==> config.mk <==
export PLATFORM = sky130hd
export DESIGN_NAME = sym_vn_lut_loader
export DESIGN_NICKNAME = d
export VERILOG_FILES = /design/src/rtl/sym_ib_pkg.sv /design/src/rtl/sym_lut_drain_cnt.sv /design/src/rtl/sym_vn_lut_loader.sv
export SDC_FILE = /design/constraint.sdc
export NUM_CORES = 1
export LEC_CHECK = 0
export CAP_MARGIN = 20
export CORE_MARGIN = 1
export CORE_UTILIZATION = 48
export DETAILED_ROUTE_END_ITERATION = 10
export GPL_ROUTABILITY_DRIVEN = 0
export GPL_TIMING_DRIVEN = 0
export PLACE_DENSITY = 0.81
export SETUP_SLACK_MARGIN = 0.1
export SLEW_MARGIN = 20
export SYNTH_ARGS = -nofsm -noshare
export SYNTH_HDL_FRONTEND = slang
export SYNTH_SLANG_ARGS = --single-unit
==> constraint.sdc <==
create_clock -name sys_clk -period 2.06 [get_ports sys_clk]
set_clock_uncertainty 0.1 [all_clocks]
set_input_delay 0.412 -clock sys_clk [delete_from_list [all_inputs] [get_ports sys_clk]]
set_output_delay 0.412 -clock sys_clk [all_outputs]
set_load 0.01 [all_outputs]
==> src/rtl/sym_ib_pkg.sv <==
// Shared definitions for the symmetric IB LUT loaders and LUT output blocks.
package sym_ib_pkg;

  localparam int unsigned DEF_PAGE_NUM = 64;
  localparam int unsigned DEF_ADDR_W   = 6;
  localparam int unsigned LUT_W        = 4;
  localparam int unsigned DEF_PIPE_LAT = 2;

  typedef enum logic [2:0] {
    ST_IDLE   = 3'd0,
    ST_LOAD   = 3'd1,
    ST_LOADED = 3'd2,
    ST_SWAP   = 3'd3,
    ST_DRAIN  = 3'd4
  } ld_state_t;

  // One feeder beat: a page pair, bank1 in the upper nibble.
  typedef struct packed {
    logic [LUT_W-1:0] bank1;
    logic [LUT_W-1:0] bank0;
  } lut_beat_t;

endpackage

==> src/rtl/sym_lut_drain_cnt.sv <==
// Loadable down-counter: holds 'hold' high from the load until it reaches zero,
// then drops 'hold' and pulses 'done' for one cycle. load_val must be >= 1.
module sym_lut_drain_cnt #(
  parameter int unsigned CNT_W = 2
) (
  input  logic             clk,
  input  logic             rst,
  input  logic             load,
  input  logic [CNT_W-1:0] load_val,
  output logic             hold,
  output logic             done
);

  logic [CNT_W-1:0] cnt;

  // Count down while holding; the 1->0 step ends the hold and fires done.
  always_ff @(posedge clk) begin
    if (rst) begin
      cnt  <= '0;
      hold <= 1'b0;
      done <= 1'b0;
    end else if (load) begin
      cnt  <= load_val;
      hold <= 1'b1;
      done <= 1'b0;
    end else if (hold) begin
      cnt <= cnt - CNT_W'(1);
      if (cnt == CNT_W'(1)) begin
        hold <= 1'b0;
        done <= 1'b1;
      end else begin
        done <= 1'b0;
      end
    end else begin
      done <= 1'b0;
    end
  end

endmodule

==> src/rtl/sym_vn_lut_loader.sv <==
// VN LUT write-port and ping-pong page-offset controller.
module sym_vn_lut_loader
  import sym_ib_pkg::*;
#(
  parameter int unsigned PAGE_NUM = DEF_PAGE_NUM,
  parameter int unsigned ADDR_W   = DEF_ADDR_W,
  parameter int unsigned PIPE_LAT = DEF_PIPE_LAT
) (
  input  logic              sys_clk,
  input  logic              rst,
  input  logic              load_start,
  input  logic              ld_valid,
  output logic              ld_ready,
  input  logic [7:0]        ld_data,
  output logic              load_done,
  input  logic              swap_req,
  output logic              swap_ack,
  output logic              rd_hold,
  output logic              read_addr_offset,
  output logic [LUT_W-1:0]  lut_in_bank0,
  output logic [LUT_W-1:0]  lut_in_bank1,
  output logic [ADDR_W-1:0] page_write_addr,
  output logic              write_addr_offset,
  output logic              we
);

  localparam logic [ADDR_W-1:0] LAST_PAGE = ADDR_W'(PAGE_NUM - 1);
  // Loaded on entry to SWAP so the counter reads PIPE_LAT on the first DRAIN cycle.
  localparam int unsigned        DRAIN_W    = $clog2(PIPE_LAT + 2);
  localparam logic [DRAIN_W-1:0] DRAIN_INIT = DRAIN_W'(PIPE_LAT + 1);

  ld_state_t         state, state_nxt;
  logic [ADDR_W-1:0] page_cnt, page_cnt_nxt;
  logic              loaded, loaded_nxt;
  logic              ld_ready_nxt, we_nxt, load_done_nxt, rd_off_nxt;
  logic [ADDR_W-1:0] page_addr_nxt;
  logic [LUT_W-1:0]  bank0_nxt, bank1_nxt;
  logic              drain_load;
  logic              accept;
  lut_beat_t         beat;

  assign beat              = lut_beat_t'(ld_data);
  assign accept            = (state == ST_LOAD) && ld_valid && ld_ready;
  assign write_addr_offset = ~read_addr_offset;

  // Next-state and next-output decode.
  always_comb begin
    state_nxt     = state;
    page_cnt_nxt  = page_cnt;
    loaded_nxt    = loaded;
    we_nxt        = 1'b0;
    load_done_nxt = 1'b0;
    rd_off_nxt    = read_addr_offset;
    page_addr_nxt = page_write_addr;
    bank0_nxt     = lut_in_bank0;
    bank1_nxt     = lut_in_bank1;
    drain_load    = 1'b0;
    unique case (state)
      ST_IDLE: begin
        if (load_start) begin
          state_nxt    = ST_LOAD;
          page_cnt_nxt = '0;
          loaded_nxt   = 1'b0;
        end else if (swap_req && loaded) begin
          state_nxt  = ST_SWAP;
          rd_off_nxt = ~read_addr_offset;
          drain_load = 1'b1;
        end
      end
      ST_LOAD: begin
        if (accept) begin
          we_nxt        = 1'b1;
          page_addr_nxt = page_cnt;
          bank0_nxt     = beat.bank0;
          bank1_nxt     = beat.bank1;
          if (page_cnt == LAST_PAGE) begin
            page_cnt_nxt  = '0;
            loaded_nxt    = 1'b1;
            load_done_nxt = 1'b1;
            state_nxt     = ST_LOADED;
          end else begin
            page_cnt_nxt = page_cnt + ADDR_W'(1);
          end
        end
      end
      ST_LOADED: begin
        // A concurrent load_start is dropped when a swap is taken.
        if (swap_req && loaded) begin
          state_nxt  = ST_SWAP;
          rd_off_nxt = ~read_addr_offset;
          drain_load = 1'b1;
        end else if (load_start) begin
          state_nxt    = ST_LOAD;
          page_cnt_nxt = '0;
          loaded_nxt   = 1'b0;
        end
      end
      ST_SWAP: begin
        state_nxt = ST_DRAIN;
      end
      ST_DRAIN: begin
        if (swap_ack) begin
          state_nxt  = ST_IDLE;
          loaded_nxt = 1'b0;
        end
      end
      default: begin
        state_nxt = ST_IDLE;
      end
    endcase
    ld_ready_nxt = (state_nxt == ST_LOAD);
  end

  // FSM state, page counter and loaded flag.
  always_ff @(posedge sys_clk) begin
    if (rst) begin
      state    <= ST_IDLE;
      page_cnt <= '0;
      loaded   <= 1'b0;
    end else begin
      state    <= state_nxt;
      page_cnt <= page_cnt_nxt;
      loaded   <= loaded_nxt;
    end
  end

  // Registered outputs toward the feeder and the LUT datapath.
  always_ff @(posedge sys_clk) begin
    if (rst) begin
      ld_ready         <= 1'b0;
      we               <= 1'b0;
      load_done        <= 1'b0;
      read_addr_offset <= 1'b0;
      page_write_addr  <= '0;
      lut_in_bank0     <= '0;
      lut_in_bank1     <= '0;
    end else begin
      ld_ready         <= ld_ready_nxt;
      we               <= we_nxt;
      load_done        <= load_done_nxt;
      read_addr_offset <= rd_off_nxt;
      page_write_addr  <= page_addr_nxt;
      lut_in_bank0     <= bank0_nxt;
      lut_in_bank1     <= bank1_nxt;
    end
  end

  sym_lut_drain_cnt #(
    .CNT_W (DRAIN_W)
  ) u_drain (
    .clk      (sys_clk),
    .rst      (rst),
    .load     (drain_load),
    .load_val (DRAIN_INIT),
    .hold     (rd_hold),
    .done     (swap_ack)
  );

endmodule

==> reports/qor.txt <==
first-pass GRT wire length: 5444 µm
CP max stage cell: clkdlybuf4s50_1
Vias/cell: 5.698
worst vdd ir: 0.4915 mV
most common flop cell mapped by yosys: dfxtp_1
WHS Path Cells: 2
Pint: 0.0008475 W
Mean Syn Cell Area: 8.884 µm²
synthesized net count: 175
Core ar.: 0.002781 mm²
grt ovf: 0
crit-path cells: clkdlybuf4s50_1
Synth area leaders: dfxtp_1, a21oi_1, nand2_1
fin cells: 232
cell area after layout: 0.001853 mm²
post-synth top area share: 45.07%
Critical Path AT: 1.34 ns
Hold Slack: 0.3638 ns
PD cells: 609.2 mW/mm²
FP Rows: 19
DRC errors left: 0
CTS resizes: 0
Worst path max stage delay: 0.57 ns
CTS tree: yes
initial antenna violation count: 0
FF-to-FF path depth: 4
crit-path leading delay family: buffers and inverters
clock slew at the register clock pins of the worst setup and hold paths: 0.10 ns
CTS buffer count: 5
Synth-to-Final Area Change: 30.37%
Worst-Margin Slew: 0.4958 ns
Initial Util: 51.10%
largest net degree at the start of global routing: 11
CP endpoint kind: output port
critical path class: flop to output port
area of the die: 0.003183 mm²
Clock H-tree levels: 2
ANT cells: 0
Post-DRT Antenna Nets: 0
Final min period: 1.849 ns
Root Buffer: clkbuf_4
async set-reset flop share out of synthesis: 0%
Initial DRC Count: 34
Psw: 0.0002815 W
WP buf/inv: 1
max cap viols: 0
Net Sw Frac: 24.93%
final-report hold violation count: 0
commonest non-fill, non-tap cell in the layout: clkdlybuf4s50_1
clock sinks: 32
DRT Pass-1 Iters: 4
number of global-route vias before repair: 1271
status: complete, no violations
Post-DP Area: 0.001790 mm²
drt wl/cell: 13.52 µm
Rel. slew slack: 66.94%
Mapped Area: 0.001421 mm²
leak pwr: 0.6334 nW
RSZ-0062 raised after global routing: false
io pins: 34
GRT Overall Usage: 22.30%
worst skew pair latency: 0.33 ns
share of the clock period used by the worst path: 89.76%
share of layout cells above drive strength 1: 9.950%
multi-input logic area: 694.4 µm²
Yosys cell types: 43
Post-Synthesis Cells: 160
number of flops mapped to enable cells by yosys: 0
Peak Freq: 540.8 MHz
class of the worst hold path: flop to flop
Die Wd: 56.42 µm
Seq/Total Area, Yosys: 45.07%
fill count: 233
Placed Cells: 224
DP HPWL: 2353 µm
hold_buf cts: 0
Final nets: 215
part of the power in registers: 55.8%
number of port buffers: 33
post-CTS setup buffer count: 0
cell accounting for the most synthesized area: dfxtp_1
Clock Path Buffers: 2
clock power share: 34.0%
Final Slew Violations: 0
combinational share of power: 10.2%
Worst path depth: 1
Final Core Density: 66.62%
total power: 0.001129 W
setup violators final: 0
final WL: 3136 µm
die height: 56.42 µm
#FFs+latches synth: 32
Reg area: 640.6 µm²
Setup crit start kind: flop
Worst Path Required: 1.55 ns
DR vias: 1322
worst-path maximum fanout: 5
most frequent cells in the layout: clkdlybuf4s50_1, nand2_1, dfxtp_1, a21oi_1
yosys warns: 0
## cells in the mapped netlist (2+ instances only)
| library cell | count |
|---|---|
| dfxtp_1 | 32 |
| nand2_1 | 32 |
| a21oi_1 | 24 |
| inv_1 | 8 |
| nor2_1 | 8 |
| nand3_1 | 7 |
| and3_1 | 3 |
| buf_6 | 3 |
| clkbuf_1 | 3 |
| o21ai_0 | 3 |
| a311oi_2 | 2 |
| ha_1 | 2 |
| or3b_1 | 2 |
| xnor2_1 | 2 |
## routing by layer
metal  vias to the layer above  part of all wire [%]  track usage (%)
li1                        646                     -                -
met1                       634                    41            24.82
met2                        35                    52            38.78
met3                         7                   5.2            6.221
met4                         0                   1.7            11.15
met5                         -                     0                0
## cell families (layout without fill, tap and decap cells)
kind of cell             count (synthesis)  in the layout  share of synthesized area, %
AO/OA/AOI/OAI                           41             41                         19.72
XOR/XNOR                                 2              2                         1.233
adder cells (fa/ha/maj)                  3              3                         2.465
buffers and inverters                   16             57                         6.074
flip-flops                              32             32                         45.07
multiplexers                             1              1                        0.7043
AND/OR/NAND/NOR                         65             65                         24.74
## power by group through the flow
stage | clock (W) | sequential (W) | combinational (W)
6_report | 0.000383 | 0.000630 | 0.000115
2_1_floorplan | 0 | 0.000647 | 0.0000646
3_5_place_dp | 0 | 0.000645 | 0.000115
3_3_place_gp | 0 | 0.000644 | 0.000113
5_1_grt | 0.000416 | 0.000631 | 0.000125
4_1_cts | 0.000392 | 0.000631 | 0.000116
## worst min-delay path: cells and delay by family (launching register included)
family / cells / cell delay [ns]
and+or+nand+nor: 1 / 0.05
AOI/OAI and AO/OA: 1 / 0.05
DFF: 1 / 0.32
## state kept, by name (all words and copies together) (netlist names)
register,count
ld_ready,1
load_done,1
loaded,1
lut_in_bank0,4
lut_in_bank1,4
page_cnt,6
page_write_addr,6
read_addr_offset,1
state,3
u_drain.cnt,2
u_drain.done,1
u_drain.hold,1
we,1
## final timing paths
path | from | end | slack [ns]
setup / recovery | u_drain.hold | rd_hold | 0.21
hold reg to reg | lut_in_bank0[3] | lut_in_bank0[3] | 0.36
setup reg to reg | page_cnt[0] | page_cnt[4] | 0.28
hold / removal | lut_in_bank0[3] | lut_in_bank0[3] | 0.36
## layout make-up
class / instances / share of cell area [%]
multi-input cells: 112 / 37.47
flip-flops and latches: 32 / 34.57
repair buffers: 33 / 17.83
plain buffers: 8 / 3.038
clock buffers: 7 / 2.971
well taps: 31 / 2.093
inverters: 8 / 1.621
clock inverters: 1 / 0.4051
## per-stage QoR
stage | TNS (ns) | worst slack, ns
after CTS | 0 | 0.1850
after floorplan | 0 | 0.4236
after global placement | -1.071 | -0.06657
after detailed placement | -0.8586 | -0.06372
final | 0 | 0.2109
after global routing | 0 | 0.1138
Note: power is estimated with default switching activity, not from simulation.
